==> config.mk <==
export PLATFORM = sky130hd
export DESIGN_NAME = keypad_scan
export DESIGN_NICKNAME = d
export VERILOG_FILES = /design/src/rtl/keypad_scan_pkg.sv /design/src/rtl/keypad_scan_tick.sv /design/src/rtl/keypad_scan.sv
export SDC_FILE = /design/constraint.sdc
export NUM_CORES = 1
export LEC_CHECK = 0
export CELL_PAD_IN_SITES_DETAIL_PLACEMENT = 1
export CELL_PAD_IN_SITES_GLOBAL_PLACEMENT = 2
export CORE_ASPECT_RATIO = 1.75
export CORE_UTILIZATION = 25
export CTS_BUF_LIST = sky130_fd_sc_hd__clkbuf_4 sky130_fd_sc_hd__clkbuf_8
export DETAILED_ROUTE_END_ITERATION = 7
export GPL_TIMING_DRIVEN = 1
export PLACE_DENSITY_LB_ADDON = 0.1
export SLEW_MARGIN = 0
export SYNTH_ARGS = -nofsm -noshare
export SYNTH_HDL_FRONTEND = slang
export SYNTH_SLANG_ARGS = --single-unit
==> constraint.sdc <==
create_clock -name clk -period 3.2 [get_ports clk]
set_clock_uncertainty 0.15 [all_clocks]
set_input_delay 0.48 -clock clk [delete_from_list [all_inputs] [get_ports clk]]
set_output_delay 0.48 -clock clk [all_outputs]
set_load 0.05 [all_outputs]
==> src/rtl/keypad_scan_pkg.sv <==
// Shared types and constants for the 4x4 keypad scanner: FSM states, key
// code table and the row/column priority encoder.
package keypad_scan_pkg;

    typedef enum logic [1:0] {
        SCAN     = 2'd0,
        DEBOUNCE = 2'd1,
        EMIT     = 2'd2,
        RELEASE  = 2'd3
    } state_t;

    localparam logic [3:0] ROW_INIT = 4'b1110;
    localparam logic [3:0] ALL_HIGH = 4'b1111;

    // Indexed by {row, col}; rows top to bottom: 1 2 3 A / 4 5 6 B / 7 8 9 C / E 0 F D
    localparam logic [3:0] KEY_MAP [16] = '{
        4'h1, 4'h2, 4'h3, 4'hA,
        4'h4, 4'h5, 4'h6, 4'hB,
        4'h7, 4'h8, 4'h9, 4'hC,
        4'hE, 4'h0, 4'hF, 4'hD
    };

    function automatic logic [1:0] lowest_low(input logic [3:0] v);
        logic [1:0] idx;
        if (!v[0])      idx = 2'd0;
        else if (!v[1]) idx = 2'd1;
        else if (!v[2]) idx = 2'd2;
        else            idx = 2'd3;
        return idx;
    endfunction

endpackage

==> src/rtl/keypad_scan_tick.sv <==
// Free-running scan tick generator: one-cycle pulse every 2^SCAN_BITS clocks.
// Shared with the display multiplexer.
module scan_tick #(
    parameter int SCAN_BITS = 16
) (
    input  logic clk,
    input  logic rst,
    output logic tick
);

    logic [SCAN_BITS-1:0] cnt;

    // Registered so tick is high in the cycle the counter reads zero.
    always_ff @(posedge clk or posedge rst) begin
        if (rst) begin
            cnt  <= '0;
            tick <= 1'b0;
        end else begin
            cnt  <= cnt + SCAN_BITS'(1);
            tick <= &cnt;
        end
    end

endmodule

==> src/rtl/keypad_scan.sv <==
// 4x4 matrix keypad scanner with debounce, key code lookup and a
// write-address generator for a small register bank.
module keypad_scan
    import keypad_scan_pkg::*;
#(
    parameter int SCAN_BITS = 16,
    parameter int DEB_TICKS = 4
) (
    input  logic       clk,
    input  logic       rst,
    input  logic [3:0] cols,
    output logic [3:0] rows,
    output logic [3:0] key,
    output logic       key_valid,
    output logic [2:0] wr_addr,
    output logic       wr_en
);

    localparam int DEB_W = $clog2(DEB_TICKS + 1);
    localparam logic [DEB_W-1:0] DEB_LAST = DEB_W'(DEB_TICKS);

    logic             tick;
    logic [3:0]       cols_p0, cols_p1;
    state_t           state, state_n;
    logic [3:0]       rows_n, key_n;
    logic [1:0]       row_lat, row_lat_n, col_lat, col_lat_n;
    logic [DEB_W-1:0] deb_cnt, deb_n, deb_inc;
    logic [2:0]       addr_n;
    logic             need_rel, need_rel_n;
    logic [1:0]       quiet_cnt, quiet_n;

    scan_tick #(.SCAN_BITS(SCAN_BITS)) u_tick (
        .clk  (clk),
        .rst  (rst),
        .tick (tick)
    );

    assign deb_inc = deb_cnt + DEB_W'(1);

    // Stage boundary: cols is asynchronous; cols_p1 is the synchronized view.
    always_ff @(posedge clk or posedge rst) begin
        if (rst) begin
            cols_p0 <= ALL_HIGH;
            cols_p1 <= ALL_HIGH;
        end else begin
            cols_p0 <= cols;
            cols_p1 <= cols_p0;
        end
    end

    always_ff @(posedge clk or posedge rst) begin
        if (rst) begin
            state     <= SCAN;
            rows      <= ROW_INIT;
            row_lat   <= 2'd0;
            col_lat   <= 2'd0;
            deb_cnt   <= '0;
            key       <= 4'h0;
            wr_addr   <= 3'd0;
            need_rel  <= 1'b1;
            quiet_cnt <= 2'd0;
        end else begin
            state     <= state_n;
            rows      <= rows_n;
            row_lat   <= row_lat_n;
            col_lat   <= col_lat_n;
            deb_cnt   <= deb_n;
            key       <= key_n;
            wr_addr   <= addr_n;
            need_rel  <= need_rel_n;
            quiet_cnt <= quiet_n;
        end
    end

    // After reset a key still held must not be emitted: scanning is only armed
    // once a full sweep of all four rows has seen no low column.
    always_comb begin
        state_n    = state;
        rows_n     = rows;
        row_lat_n  = row_lat;
        col_lat_n  = col_lat;
        deb_n      = deb_cnt;
        key_n      = key;
        addr_n     = wr_addr;
        need_rel_n = need_rel;
        quiet_n    = quiet_cnt;
        key_valid  = 1'b0;
        wr_en      = 1'b0;
        case (state)
            SCAN: begin
                if (tick) begin
                    if (cols_p1 == ALL_HIGH || need_rel)
                        rows_n = {rows[2:0], rows[3]};
                    if (need_rel) begin
                        if (cols_p1 == ALL_HIGH) begin
                            quiet_n = quiet_cnt + 2'd1;
                            if (quiet_cnt == 2'd3)
                                need_rel_n = 1'b0;
                        end else begin
                            quiet_n = 2'd0;
                        end
                    end else if (cols_p1 != ALL_HIGH) begin
                        row_lat_n = lowest_low(rows);
                        col_lat_n = lowest_low(cols_p1);
                        deb_n     = '0;
                        state_n   = DEBOUNCE;
                    end
                end
            end
            DEBOUNCE: begin
                if (tick) begin
                    if (!cols_p1[col_lat]) begin
                        deb_n = deb_inc;
                        if (deb_inc == DEB_LAST) begin
                            key_n   = KEY_MAP[{row_lat, col_lat}];
                            state_n = EMIT;
                        end
                    end else begin
                        deb_n   = '0;
                        state_n = SCAN;
                    end
                end
            end
            EMIT: begin
                key_valid = 1'b1;
                wr_en     = 1'b1;
                addr_n    = wr_addr + 3'd1;
                deb_n     = '0;
                state_n   = RELEASE;
            end
            RELEASE: begin
                if (tick) begin
                    if (cols_p1 == ALL_HIGH) begin
                        deb_n = deb_inc;
                        if (deb_inc == DEB_LAST) begin
                            deb_n   = '0;
                            state_n = SCAN;
                        end
                    end else begin
                        deb_n = '0;
                    end
                end
            end
            default: state_n = SCAN;
        endcase
    end

endmodule

## Word-level counts from Yosys, hierarchy flattened

Memories as Yosys holds them, arrays and structs flattened. A register that Yosys moved wholly into a read port is not among the register bits.
Cells that the tools add are included.

| cells by class | value |
|---|---|
| add/sub/neg operators | 4 |
| order comparisons | 1 |
| equal/unequal tests | 15 |
| multiplexer cells | 32 |
| bitwise gates (word level) | 3 |
| reduce and logical (&&, ||, !) cells | 10 |

Operator list:

| cell | number |
|---|---|
| 2-to-1 mux 2 bit | 14 |
| 2-to-1 mux 3 bit | 8 |
| adder 16 x 1 -> 16 bit (second input constant) | 1 |
| AND reduction 16 bit | 1 |
| case mux 3 bit (4 select lines) | 1 |
| inequality test 2 bit (second input constant) | 4 |
| case mux 2 bit (4 select lines) | 1 |
| AND reduction 4 bit | 2 |
| AND reduction 8 bit | 1 |
| 2-to-1 mux 1 bit | 7 |
| adder 3 x 1 -> 3 bit (second input constant) | 2 |
| == test 2 bit (second input constant) | 3 |
| inequality test 2 x 1 -> 1 bit (second input constant) | 3 |
| AND reduction 3 bit | 2 |
| inverter 4 -> 5 bit | 1 |
| AND reduction 5 bit | 1 |
| == test 4 bit (second input constant) | 1 |
| inequality test 4 bit (second input constant) | 1 |
| == test 3 bit (second input constant) | 1 |
| < comparator 2 x 3 -> 1 bit (second input constant) | 1 |
| inequality test 3 bit (second input constant) | 1 |
| adder 2 x 1 -> 2 bit (second input constant) | 1 |
| binary-select mux 1 bit (select 2 bit) | 1 |
| == test 2 x 1 -> 1 bit (second input constant) | 1 |
| 4 further kinds | 5 |

| storage, ports and cells | value |
|---|---|
| register bits after elaboration | 44 |
| memory bits (read-only) | 64 |
| bits of input ports | 6 |
| output and inout port bits | 13 |
| logic and storage cells | 78 |
| memories kept | 1 |

Memory list:

| memory | depth | bits a word | read ports | clocked after memory_dff | wr ports | line | text |
|---|---|---|---|---|---|---|---|
| (name not given) | 16 | 4 | 1 | 1 | 0 | keypad_scan.sv:115 | `key_n = KEY_MAP[{row_lat, col_lat}];` |

## Logic depth before layout (Yosys ltp)

| depth | value |
|---|---|
| depth in word-level cells | 6 |
| mapped depth | 7 |
| gate-level depth less buffers | 7 |

## Modules after synthesis

Synthesis repeated with hierarchy kept, for this count alone.

| second synthesis, totals | value |
|---|---|
| cells, all modules | 193 |
| area total of the unflattened synthesis | 2298.5 µm² |

Modules (own cells, without submodules):

| module | instances | cells an instance | area an instance (µm²) | sequential area each (µm²) |
|---|---|---|---|---|
| keypad_scan | 1 | 132 | 1527.7 | 790.8 |
| scan_tick | 1 | 61 | 770.7 | 425.4 |

## Worst setup path after synthesis

Ideal clock, no wire load.

| path | value |
|---|---|
| path type | register to output |
| start point | register state[0] |
| end point | output port wr_en |
| data arrival time | 1.353 ns |
| data required time | 2.570 ns |
| setup slack | 1.217 ns |
| stages on the path, launching flop included | 5 |
| buffers on the path | 2 |
| cells stage by stage | dfrtp_1 > clkbuf_2 > nand2b_1 > inv_1 > buf_4 |

| on the way | value |
|---|---|
| word-level cells in the longest chain between the ends | 2 |

Ends and longest elaborated chain:

| item | line | text |
|---|---|---|
| from (decl) | keypad_scan.sv:24 | `state_t state, state_n;` |
| from (signal assigned) | keypad_scan.sv:63 | `state <= state_n;` |
| == test 2 bit | -- |  |
| 2-to-1 mux 1 bit | -- |  |
| to (decl) | keypad_scan.sv:16 | `output logic wr_en` |

No other way between the ends.

==> impl_metrics.toml <==
[global_route]
grt_max_degree = 36
grt.total_usage_pct = 11.6
grt_pass1_vias = 1634
overflow = 0
antenna_found_initial = 0
grt_pass1_wl_mm = 8.05

[die]
core.rowCount = 44
fp.dieH_um = 126
die_area_um2 = 9160
die_w_um = 72.8
core_area_um2 = 8420
top_level_ports = 19
initial_core_util_pct = 26.0

[sta]
worst_slack_ns = 0.417
fmax_ghz = 0.359
finalCritPeriodShare_pct = 87.0
fin_crit_ns = 2.78
slew_headroom_pct = 49.9
setup_viol_count_final = 0
rsz0062_at_grt = "false"
drv_slew = 0
tightest_slew_ns = 0.751
hold_violations = 0
fin_tns_setup_ns = 0

[finish]
final_nets = 235
area_growth_pct = 18.8
layout-drive-gt1-share_pct = 14.2
antenna_cells = 0

[min_path]
min_delay_path_depth = 0
hold_end = "cols_p1[2]$_DFF_PP1_"
hp-class = "reg -> reg"
hold_start = "cols_p0[2]$_DFF_PP1_"

[pwr]
power.leakage_uw = 0.00113
ir_drop_mv = 0.242
power_density_nw_per_um2 = 403
fin_total_pwr_uw = 1050

[placed_design]
gp_congestion = 0.750
io_buffers = 18
hpwlAfterDp_mm = 3.56
preCtsSetupSlack_ns = 0.747

[synthesis]
avgSynthCellArea_um2 = 11.2
synthArstFlopShare_pct = 100
syn_inst = 196
synth_seq_cells = 48
synth_ff_type = "dfrtp_1"
synth-edff-count = 0
ys_types = 38
synth_area_um2 = 2190
synth_fp_nets = 213
yosysWarningCount = 0
synth.yosys.seq_area_share_pct = 55.5

[critical_path]
rr_endpoint = "rows[0]$_DFFE_PP0P_"
required_ns = 2.57
start_kind = "flip-flop"
cp.arrival_ns = 2.15
crit_path_end_kind = "primary output"
critPathKind = "reg -> out"
rr_worst_depth = 3
cp_max_fo = 13
r2r_slack_ns = 0.99

[cts]
cts_buffers = 5
ctsRootBufferMaster = "clkbuf_8"
clockBufferDepth = 2
cts_tree = "done"
cts.htree.levels = 2
post_cts_buffers = 0
cts.repair.resized = 0
clkSinkCount = 48
ctsHoldBuffers = 0
clock_latency_ns = 0.30
path_clk_slew_ns = 0.09

[status]
status = "complete, no violations"

[route]
vias_per_cell = 4.51
wl_per_cell_um = 14.0
drc = 0
ant_nets = 0
drt-initial-drc-count = 83
dr.pass1.iters = 4
routed_wl_mm = 4.67
vias = 1507

[job]
maxCapViolCount = 0
-- per-stage QoR --
step	util, %	instances	hold WS (ns)	cell area, um2
3_5_place_dp	29.7	326	0.198	2500
4_1_cts	30.9	334	0.206	2600
3_3_place_gp	29.7	326	0.197	2500
5_1_grt	30.9	334	0.212	2600
2_1_floorplan	-	196	0.195	2190
6_report	30.9	334	0.203	2600
-- cells in the mapped netlist, types with 3 or more instances --
cell	n	area share, %
and3_1	3	0.86
nor2_1	11	1.9
o21ai_0	13	3.0
mux2i_1	4	1.8
xor2_1	5	2.0
a21oi_1	5	1.1
nand2_1	24	4.1
nand3_1	14	3.2
nor4_1	3	0.86
dfrtp_1	36	41
ha_1	11	6.3
mux2_2	6	3.1
xnor2_1	11	4.4
inv_1	11	1.9
dfstp_2	12	14
-- registers in the layout (all words and copies together) (netlist names), named ones only --
| name | flops |
|---|---|
| cols_p0 | 4 |
| deb_cnt | 3 |
| need_rel | 1 |
| state | 1 |
| col_lat | 2 |
| u_tick.cnt | 16 |
| row_lat | 2 |
| wr_addr | 3 |
| cols_p1 | 4 |
| key | 4 |
| rows | 4 |
| quiet_cnt | 2 |
| u_tick.tick | 1 |
-- layer usage --
| metal | wire length, um | vias up | track usage, % |
|---|---|---|---|
| met5 | 0 | - | 0 |
| met4 | 151 | 0 | 6.46 |
| met3 | 94 | 9 | 2.64 |
| met2 | 2680 | 17 | 20.9 |
| met1 | 1740 | 765 | 12.0 |
| li1 | - | 716 | - |
-- power by group --
part | internal (uW) | switching (uW) | total (uW)
logic | 9.15 | 17.2 | 26.3
clock network | 206 | 198 | 404
registers | 616 | 3.85 | 620
total | 831 | 219 | 1050
-- final cells by class --
type | count | area (um2)
Timing Repair Buffer | 20 | 195
Clock buffer | 8 | 104
Inverter | 11 | 41.3
Fill cell | 950 | 5820
Sequential cell | 48 | 1220
Multi-Input combinational cell | 132 | 903
Tap cell | 115 | 144
-- worst max-delay path by stage --
stage | startpoint | to | slack, ns | cells after the start
finish | flip-flop | key_valid | 0.42 | 3
global route | flip-flop | key_valid | 0.27 | 3
CTS | flip-flop | key_valid | 0.39 | 3
detailed placement | flip-flop | key_valid | 0.75 | 3
global placement | flip-flop | key_valid | 0.82 | 3
floorplan | state[0]$_DFFE_PP0P_ | wr_en | 1.22 | 4
-- placed cells by master (no fill, tap or decap), types with 2 or more instances in the layout --
cell	netlist	routed
nand2_1	24	24
mux2_2	6	6
nand4_1	2	2
mux2i_1	4	4
nor2_1	11	11
nand3_1	14	14
nand2b_1	2	2
a211oi_1	2	2
o21ai_0	13	13
dfrtp_1	36	36
a21oi_1	5	5
buf_4	1	2
and3_1	3	3
xor2_1	5	5
clkdlybuf4s50_1	0	18
ha_1	11	11
nor4_1	3	3
inv_1	11	10
clkbuf_8	0	7
xnor2_1	11	11
dfstp_2	12	12
-- cell families (layout without fill, tap and decap cells) --
logic type / count (synthesis) / after routing / synth area share [%]
fa+ha+maj: 11 / 11 / 6.28
mux: 11 / 11 / 5.94
flops: 48 / 48 / 55.5
xor+xnor: 16 / 16 / 6.39
compound gates: 27 / 27 / 7.31
buf+inv: 16 / 39 / 3.31
simple gates: 67 / 67 / 15.3
-- worst max-delay path, cell delays in order (launching register included) --
cell and delay, ns:
dfrtp_1 0.62, nand2b_1 0.24, inv_1 0.17, clkdlybuf4s50_1 0.82
No activity file was read; power rests on OpenSTA's default activity.
